<file path="src/rtl/preg_free_list.sv">
// -----------------------------------------------------------------------------
// preg_free_list
//   Circular FIFO of unallocated physical register tags feeding rename.
//   Rename pops at most one tag per cycle. Retirement returns up to two tags
//   per cycle, slot 0 first. Tag 0 is permanently bound to x0, so freeing it
//   has no effect. A push that arrives while the list is full is dropped and
//   sets a sticky error flag.
//
//   Optional feature (macro FREE_LIST_CKPT_EN): a single head-pointer
//   checkpoint with save/restore controls, used for rename recovery.
//
// Ports
//   clk           in   rising-edge clock
//   rst           in   asynchronous active-low reset
//   alloc_req     in   rename consumes the head tag this cycle
//   alloc_valid   out  list non-empty, alloc_tag is valid
//   alloc_tag     out  head tag (combinational from head pointer)
//   free0_valid   in   retire slot 0 returns free0_tag
//   free0_tag     in   tag returned by slot 0
//   free1_valid   in   retire slot 1 returns free1_tag
//   free1_tag     in   tag returned by slot 1
//   free_count    out  number of free tags, 0..FL_DEPTH
//   overflow_err  out  sticky, a push was dropped because the list was full
//   ckpt_save     in   (FREE_LIST_CKPT_EN) capture post-pop head
//   ckpt_restore  in   (FREE_LIST_CKPT_EN) reload head from checkpoint
// -----------------------------------------------------------------------------
module preg_free_list #(
  parameter int PREG_WIDTH = 6,
  parameter int NUM_PREG   = 64,
  parameter int NUM_AREG   = 32,
  parameter int FL_DEPTH   = 32,
  parameter int PTR_WIDTH  = 6
) (
  input  logic                  clk,
  input  logic                  rst,
  input  logic                  alloc_req,
  output logic                  alloc_valid,
  output logic [PREG_WIDTH-1:0] alloc_tag,
  input  logic                  free0_valid,
  input  logic [PREG_WIDTH-1:0] free0_tag,
  input  logic                  free1_valid,
  input  logic [PREG_WIDTH-1:0] free1_tag,
  output logic [PTR_WIDTH-1:0]  free_count,
  output logic                  overflow_err
`ifdef FREE_LIST_CKPT_EN
  ,
  input  logic                  ckpt_save,
  input  logic                  ckpt_restore
`endif
);

  localparam int IDX_W = PTR_WIDTH - 1;
  localparam logic [PTR_WIDTH-1:0] FULL_CNT = PTR_WIDTH'(FL_DEPTH);

  // Configuration sanity: the list must hold exactly the unmapped registers,
  // and the pointer must be one bit wider than the index.
  if (FL_DEPTH != NUM_PREG - NUM_AREG || (1 << IDX_W) != FL_DEPTH) begin : g_bad_cfg
    $error("preg_free_list: inconsistent FL_DEPTH/NUM_PREG/NUM_AREG/PTR_WIDTH");
  end

  logic [PREG_WIDTH-1:0] entry_q [FL_DEPTH];
  logic [PTR_WIDTH-1:0]  head_q, head_d;
  logic [PTR_WIDTH-1:0]  tail_q, tail_d;
  logic                  ovf_q, ovf_d;

  logic                  pop;
  logic                  req0, req1, acc0, acc1;
  logic [PTR_WIDTH-1:0]  count, count_after0;
  logic [PTR_WIDTH-1:0]  head_pop;
  logic                  wr0_en, wr1_en;
  logic [IDX_W-1:0]      wr0_idx, wr1_idx;
  logic [PREG_WIDTH-1:0] wr0_tag;

`ifdef FREE_LIST_CKPT_EN
  logic [PTR_WIDTH-1:0]  ckpt_q, ckpt_d;
`endif

  // Wrap bit distinguishes full (difference FL_DEPTH) from empty (0).
  assign count       = tail_q - head_q;
  assign free_count  = count;
  assign alloc_valid = (count != '0);
  assign alloc_tag   = entry_q[head_q[IDX_W-1:0]];
  assign overflow_err = ovf_q;

  // NOTE: every always_comb output gets a default first so no latch is inferred.
  always_comb begin
    pop          = alloc_req && alloc_valid;
    head_pop     = head_q + PTR_WIDTH'(pop);
    head_d       = head_pop;

    // Full check ignores this cycle's pop; slot 1 sees slot 0's push.
    req0         = free0_valid && (free0_tag != '0);
    acc0         = req0 && (count != FULL_CNT);
    count_after0 = count + PTR_WIDTH'(acc0);
    req1         = free1_valid && (free1_tag != '0);
    acc1         = req1 && (count_after0 != FULL_CNT);

    tail_d       = tail_q + PTR_WIDTH'(acc0) + PTR_WIDTH'(acc1);
    ovf_d        = ovf_q | (req0 & ~acc0) | (req1 & ~acc1);

    // First accepted push lands at tail; a second one at tail+1.
    wr0_en       = acc0 | acc1;
    wr0_idx      = tail_q[IDX_W-1:0];
    wr0_tag      = acc0 ? free0_tag : free1_tag;
    wr1_en       = acc0 & acc1;
    wr1_idx      = wr0_idx + IDX_W'(1);

`ifdef FREE_LIST_CKPT_EN
    ckpt_d = ckpt_q;
    if (ckpt_restore) begin
      head_d = ckpt_q;
    end else if (ckpt_save) begin
      ckpt_d = head_pop;
    end
`endif
  end

  // NOTE: sequential state uses non-blocking assignments only, so every
  // register samples the pre-edge values of its neighbours.
  always_ff @(posedge clk or negedge rst) begin
    if (!rst) begin
      head_q <= '0;
      tail_q <= FULL_CNT;
      ovf_q  <= 1'b0;
    end else begin
      head_q <= head_d;
      tail_q <= tail_d;
      ovf_q  <= ovf_d;
    end
  end

  // NOTE: this storage is reset on purpose; at power-up it must already hold
  // the unmapped tags NUM_AREG..NUM_PREG-1, so it cannot be left as plain RAM.
  always_ff @(posedge clk or negedge rst) begin
    if (!rst) begin
      for (int i = 0; i < FL_DEPTH; i++) begin
        entry_q[i] <= PREG_WIDTH'(NUM_AREG + i);
      end
    end else begin
      if (wr0_en) entry_q[wr0_idx] <= wr0_tag;
      if (wr1_en) entry_q[wr1_idx] <= free1_tag;
    end
  end

`ifdef FREE_LIST_CKPT_EN
  always_ff @(posedge clk or negedge rst) begin
    if (!rst) begin
      ckpt_q <= '0;
    end else begin
      ckpt_q <= ckpt_d;
    end
  end
`endif

endmodule

</file>
<file path="config.mk">
export PLATFORM = sky130hd
export DESIGN_NAME = preg_free_list
export DESIGN_NICKNAME = d
export VERILOG_FILES = /design/src/rtl/preg_free_list.sv
export SDC_FILE = /design/constraint.sdc
export NUM_CORES = 1
export LEC_CHECK = 0
export ABC_AREA = 1
export CAP_MARGIN = 20
export CORE_UTILIZATION = 65
export DETAILED_ROUTE_END_ITERATION = 7
export DONT_BUFFER_PORTS = 1
export PLACE_DENSITY = 0.85
export SLEW_MARGIN = 5
export SYNTH_ARGS = -nofsm -noshare
export SYNTH_HDL_FRONTEND = slang
export SYNTH_SLANG_ARGS = --single-unit
</file>
<file path="constraint.sdc">
create_clock -name clk -period 5.6 [get_ports clk]
set_input_delay 1.4 -clock clk [delete_from_list [all_inputs] [get_ports clk]]
set_output_delay 1.4 -clock clk [all_outputs]
set_load 0.05 [all_outputs]
</file>
==> out/results.ini, run 1 <==
[run_status]
status=finished clean

[cts]
cts_max_path_buffers=3
clk_pin_slew_ns=0.06
post-cts-setup-buffer-count=0
hold_buffers=0
cts_tree=built
cts_sinks=205
numCtsBuffers=25
cts_resized=0
htree_levels=1
ctsRootBufferMaster=clkbuf_16
clock_latency_ns=0.53

[placement]
io_buffers=0
gp_congestion=0.949
dp.final_hpwl_um=29700
place_area_um2=14800

[worst_setup_path]
path_max_fanout=83
end_kind=flip-flop
worst_path_largest_cell_delay_ns=0.59
cp_data_required_time_ns=6.02
path_common_cell=nand2_1
reg2reg_depth=25
arrival_ns=5.43
cp.depth=25
crit_slowest_cell=ha_1
path_class=reg2reg
cpLargestDelayFamily=simple AND/OR/NAND/NOR gates
start_kind=flip-flop
crit_buf_inv=3

[floorplanning]
die_y_um=153
ioPinCount=31
core-area_um2=22100
dieArea_um2=23500
initial_core_util_pct=67.3
die_w_um=153
fp-row-count=54

[sta]
timing.fmax_ghz=0.199
fin_skew_ns=0.0128
timing.setup.tns_ns=0
finalWorstPathRequiredPeriod_ns=5.01
relSlewSlack_pct=38.0
finalHoldViolations=0
setup_violations=0
period_share_pct=89.5
rsz0062_at_grt=false
drv_slew=0
worstMarginPinSlew_ns=0.930

[global_routing]
antenna_found_initial=1
grt_pass1_vias=14600
overflow=0
track_usage_pct=41.3
grt_max_degree=206
grt_pass1_wl_um=76600

[synth]
syn-num-nets=2385
synthTopCellsByArea=nand2_1, dfstp_2, dfrtp_1
synthTopCellsByCount=nand2_1, nand3_1, nor2_1
yosysMostFrequentCell=nand2_1
postSynthAreaPerCell_um2=6.31
synth_ff_type=dfstp_2
ys_types=38
syn-cell-area_um2=14900
syn-instance-count=2356
ys_warn_count=0
async_flop_share_pct=100
synth_area_leader_cell=nand2_1
synth-seq-area-share_pct=35.5
synth_edf_count=0
ys_ff_latch=205
yosys.area.top_type_share_pct=20.2

[routing]
via_per_inst=6.12
drc_errors=0
dr_total_vias=15700
drtIter0Drc=1938
firstDrtPassIters=8
ant_nets=0
wl_um=48400
routedWlPerCell_um=18.8

[power_and_ir_drop]
clkPwrFrac_pct=17.1
seqPwrFrac_pct=28.6
p_switching_w=0.00493
internal-power_w=0.00487
fin_total_pwr_w=0.00980
leakagePower_nw=8.11
vdd_drop_max_mv=0.424
powerDensity_nw_per_um2=628
swShare_pct=50.3
comb_power_share_pct=54.3

[finish]
nets=2300
drive_above_1_share_pct=10.4
fillCellCount=1903
area_growth_pct=5.05
post-route-cell-area_um2=15600

[hold_path]
hp-class=reg2reg
min_path_cells=1

[run]
max_cap_violations=0

## layout make-up
cell class | instances | area [um2] | area share [%]
Inverter | 225 | 850 | 5.44
Antenna cell | 1 | 2.50 | 0.0160
Timing Repair Buffer | 30 | 250 | 1.60
Tap cell | 280 | 350 | 2.24
Multi-Input combinational cell | 1784 | 8050 | 51.5
Clock buffer | 40 | 762 | 4.88
Sequential cell | 205 | 5270 | 33.8
Clock inverter | 5 | 75.1 | 0.481
## per-stage QoR
step | util [%] | cells | worst slack (ns) | hold slack (ns)
finish | 70.7 | 2570 | 0.585 | 0.539
global route | 70.6 | 2569 | 0.221 | 0.547
CTS | 70.6 | 2569 | 0.704 | 0.538
detailed placement | 66.9 | 2524 | 0.728 | 0.527
global placement | 66.9 | 2524 | 0.900 | 0.520
floorplan | - | 2356 | 0.912 | 0.512
## power groups by stage
stage | Combinational [W] | Sequential (W) | Clock (W)
after global placement | 0.00501 | 0.00277 | 0
after global routing | 0.00585 | 0.00287 | 0.00173
final | 0.00532 | 0.00280 | 0.00167
after floorplan | 0.00404 | 0.00265 | 0
after detailed placement | 0.00513 | 0.00280 | 0
after CTS | 0.00516 | 0.00279 | 0.00167
## cell usage in the layout, fill, tap and decap left out, types with 12 or more instances in the layout
cell and n:
nand3_1 433, o21ai_0 118, buf_4 28, clkbuf_16 25, nand2_4 12, nor2_1 216
nor3_1 70, a21oi_1 51, inv_2 19, dfstp_2 113, nand2_1 801, dfrtp_1 90
inv_1 203, o211ai_1 12, o22ai_1 12
## layer usage
| layer | vias to the layer above | track usage (%) | routed length, um |
|---|---|---|---|
| met5 | - | 0 | 0 |
| met4 | 0 | 21.8 | 2590 |
| met3 | 207 | 10.5 | 6630 |
| met2 | 1069 | 63.1 | 20900 |
| met1 | 7093 | 54.0 | 18300 |
| li1 | 7349 | - | - |
## sequential cells by signal (all words and copies together), names as in the netlist
name / count
entry_q: 192
tail_q: 6
head_q: 6
overflow_err: 1
## logic make-up (layout without fill, tap and decap cells)
logic type	after synthesis	in the layout	share of synthesized area (%)
other	0	1	0
flip-flops	205	205	35.5
AO/OA/AOI/OAI	196	196	7.02
adder cells (fa/ha/maj)	12	12	1.11
XOR/XNOR	8	8	0.472
buffers and inverters	367	300	10.4
AND/OR/NAND/NOR	1568	1568	45.5
## worst paths after layout
kind	from	endpoint	slack (ns)
max in group asynchronous	rst	entry_q[24]	4.73
setup reg to reg	head_q[2]	entry_q[166]	0.59
hold reg to reg	tail_q[5]	tail_q[5]	0.54
min in group asynchronous	rst	entry_q[159]	0.56
hold / removal	tail_q[5]	tail_q[5]	0.54
setup / recovery	head_q[2]	entry_q[166]	0.59
Note: power is estimated with default switching activity, not from simulation.
==> run 2: changes to the inputs <==
- SLEW_MARGIN: 5 -> default
==> results of run 2 <==
Final layout, timing and power as in run 1 (identical DEF).
==> run 3: changes to the inputs <==
- PLACE_DENSITY: 0.85 -> 0.88
==> out/results.ini, run 3 (synthesized netlist as in run 1, its figures left out) <==
[routing]
firstDrtPassIters=6  ; -2
drc_errors=0  ; unchanged
dr_total_vias=16100  ; +2.2%
wl_um=49300  ; +1.8%
drtIter0Drc=2083  ; +7.5%
via_per_inst=6.26  ; +2.4%
routedWlPerCell_um=19.2  ; +2.0%
ant_nets=0  ; unchanged

[cts]
htree_levels=1  ; unchanged
hold_buffers=0  ; unchanged
numCtsBuffers=24  ; -4.0%
cts_tree=built
cts_max_path_buffers=3  ; unchanged
cts_resized=0  ; unchanged
cts_sinks=205  ; unchanged
ctsRootBufferMaster=clkbuf_16
clock_latency_ns=0.54  ; about the same
post-cts-setup-buffer-count=0  ; unchanged
clk_pin_slew_ns=0.06  ; about the same

[floorplanning]
dieArea_um2=23500  ; unchanged
core-area_um2=22100  ; unchanged
die_y_um=153  ; unchanged
ioPinCount=31  ; unchanged
initial_core_util_pct=67.3  ; unchanged
die_w_um=153  ; unchanged
fp-row-count=54  ; unchanged

[finish]
top_register=entry_q
largest_reg_flops=192  ; unchanged
nets=2296  ; -0.17%
fillCellCount=1893  ; -0.53%
final_common_cell=nand2_1
fin_cells=2565  ; -0.19%
n_antenna_cell=0  ; -1
reg_top3=entry_q x192, head_q x6, tail_q x6
post-route-cell-area_um2=15600  ; -0.22%
final_cell_mix=nand2_1, nand3_1, nor2_1
drive_above_1_share_pct=10.3  ; -0.16 points
area_growth_pct=4.82

[global_routing]
grt_max_degree=206  ; unchanged
track_usage_pct=41.5  ; +0.17 points
overflow=0  ; unchanged
antenna_found_initial=0  ; -1
grt_pass1_vias=14700  ; +0.73%
grt_pass1_wl_um=76800  ; +0.28%

[worst_setup_path]
cp_cell_sequence=buf_4 > inv_2 > o21ai_0 > o21ai_0 > o211ai_1 > nand4_1 > o21ai_0 > inv_1
arrival_ns=3.93  ; -1.50 ns
end_kind=output pin
cpLargestDelayFamily=buffers and inverters
crit_slowest_cell=buf_4
crit_buf_inv=3  ; unchanged
start_kind=flip-flop
path_class=reg2out
path_max_fanout=85  ; +2.4%
worst_path_largest_cell_delay_ns=0.64  ; +0.05 ns
path_common_cell=o21ai_0
cp_data_required_time_ns=4.20  ; -1.82 ns

[placement]
dp_slack_ns=0.553  ; -0.175 ns
dp.final_hpwl_um=29300  ; -1.3%
gp_congestion=0.981  ; +3.4%
dp.cells=2521  ; -0.12%
place_area_um2=14700  ; -0.15%
io_buffers=0  ; unchanged

[sta]
drv_slew=0  ; unchanged
rsz0062_at_grt=false
relSlewSlack_pct=18.4  ; -20 points
setup_violations=0  ; unchanged
timing.final.ws_setup_ns=0.273  ; -0.312 ns
period_share_pct=95.1  ; +5.6 points
finalHoldViolations=0  ; unchanged
timing.setup.tns_ns=0  ; unchanged
finalWorstPathRequiredPeriod_ns=5.33  ; +0.312 ns
timing.fmax_ghz=0.188  ; -5.9%
worstMarginPinSlew_ns=1.22  ; +0.289 ns
fin_skew_ns=0.0161  ; +0.00333 ns

[power_and_ir_drop]
fin_total_pwr_w=0.00986  ; +0.61%
powerDensity_nw_per_um2=633  ; +0.83%
vdd_drop_max_mv=0.398  ; -6.2%
leakagePower_nw=8.09  ; -0.24%

[run]
max_cap_violations=0  ; unchanged

[run_status]
status=finished clean

[hold_path]
hp-class=reg2reg

[run 3: changes by cell type in the layout (fill, tap and decap cells not counted), sizes merged]
cell,previous run,this run
clkbuf,40,41
clkinv,5,4
buf,30,27
bufinv,2,1
diode,1,0
[run 3: cell type report]
type	count	area, um2	share of cell area (%)
Tap cell	280	350	2.25
Multi-Input combinational cell	1784	8050	51.7
Sequential cell	205	5270	33.9
Inverter	225	850	5.45
Timing Repair Buffer	27	228	1.46
Clock buffer	41	787	5.05
Clock inverter	3	40.0	0.257
[run 3: final timing paths]
check	from	to	slack (ns)	cells after the start
max	head_q[0]	alloc_tag[5]	0.27	8
min	tail_q[5]	tail_q[5]	0.54	1
max reg2reg	head_q[1]	entry_q[157]	0.43	25
min reg2reg	tail_q[5]	tail_q[5]	0.54	1
max in group asynchronous	rst	entry_q[49]	4.59	0
min in group asynchronous	rst	entry_q[154]	0.57	0
[run 3: routing by layer]
| layer | up-vias | GRT usage [%] | part of all wire, % |
|---|---|---|---|
| li1 | 7368 | - | - |
| met1 | 7214 | 54.4 | 36 |
| met2 | 1169 | 61.8 | 42 |
| met3 | 314 | 10.3 | 15 |
| met4 | 0 | 25.3 | 7.0 |
| met5 | - | 0 | 0 |
[run 3: power by group]
group / internal [W] / switching, W / leakage [nW]
Clock: 0.000995 / 0.000651 / 0.408
Sequential: 0.00239 / 0.000441 / 2.24
Combinational: 0.00147 / 0.00392 / 5.43
Total: 0.00485 / 0.00501 / 8.09
[run 3: per-stage QoR]
stage	hold WS, ns	utilization [%]
after floorplan	0.512	-
after global placement	0.521	66.8
after detailed placement	0.528	66.8
after CTS	0.539	70.5
after global routing	0.545	70.5
final	0.539	70.5
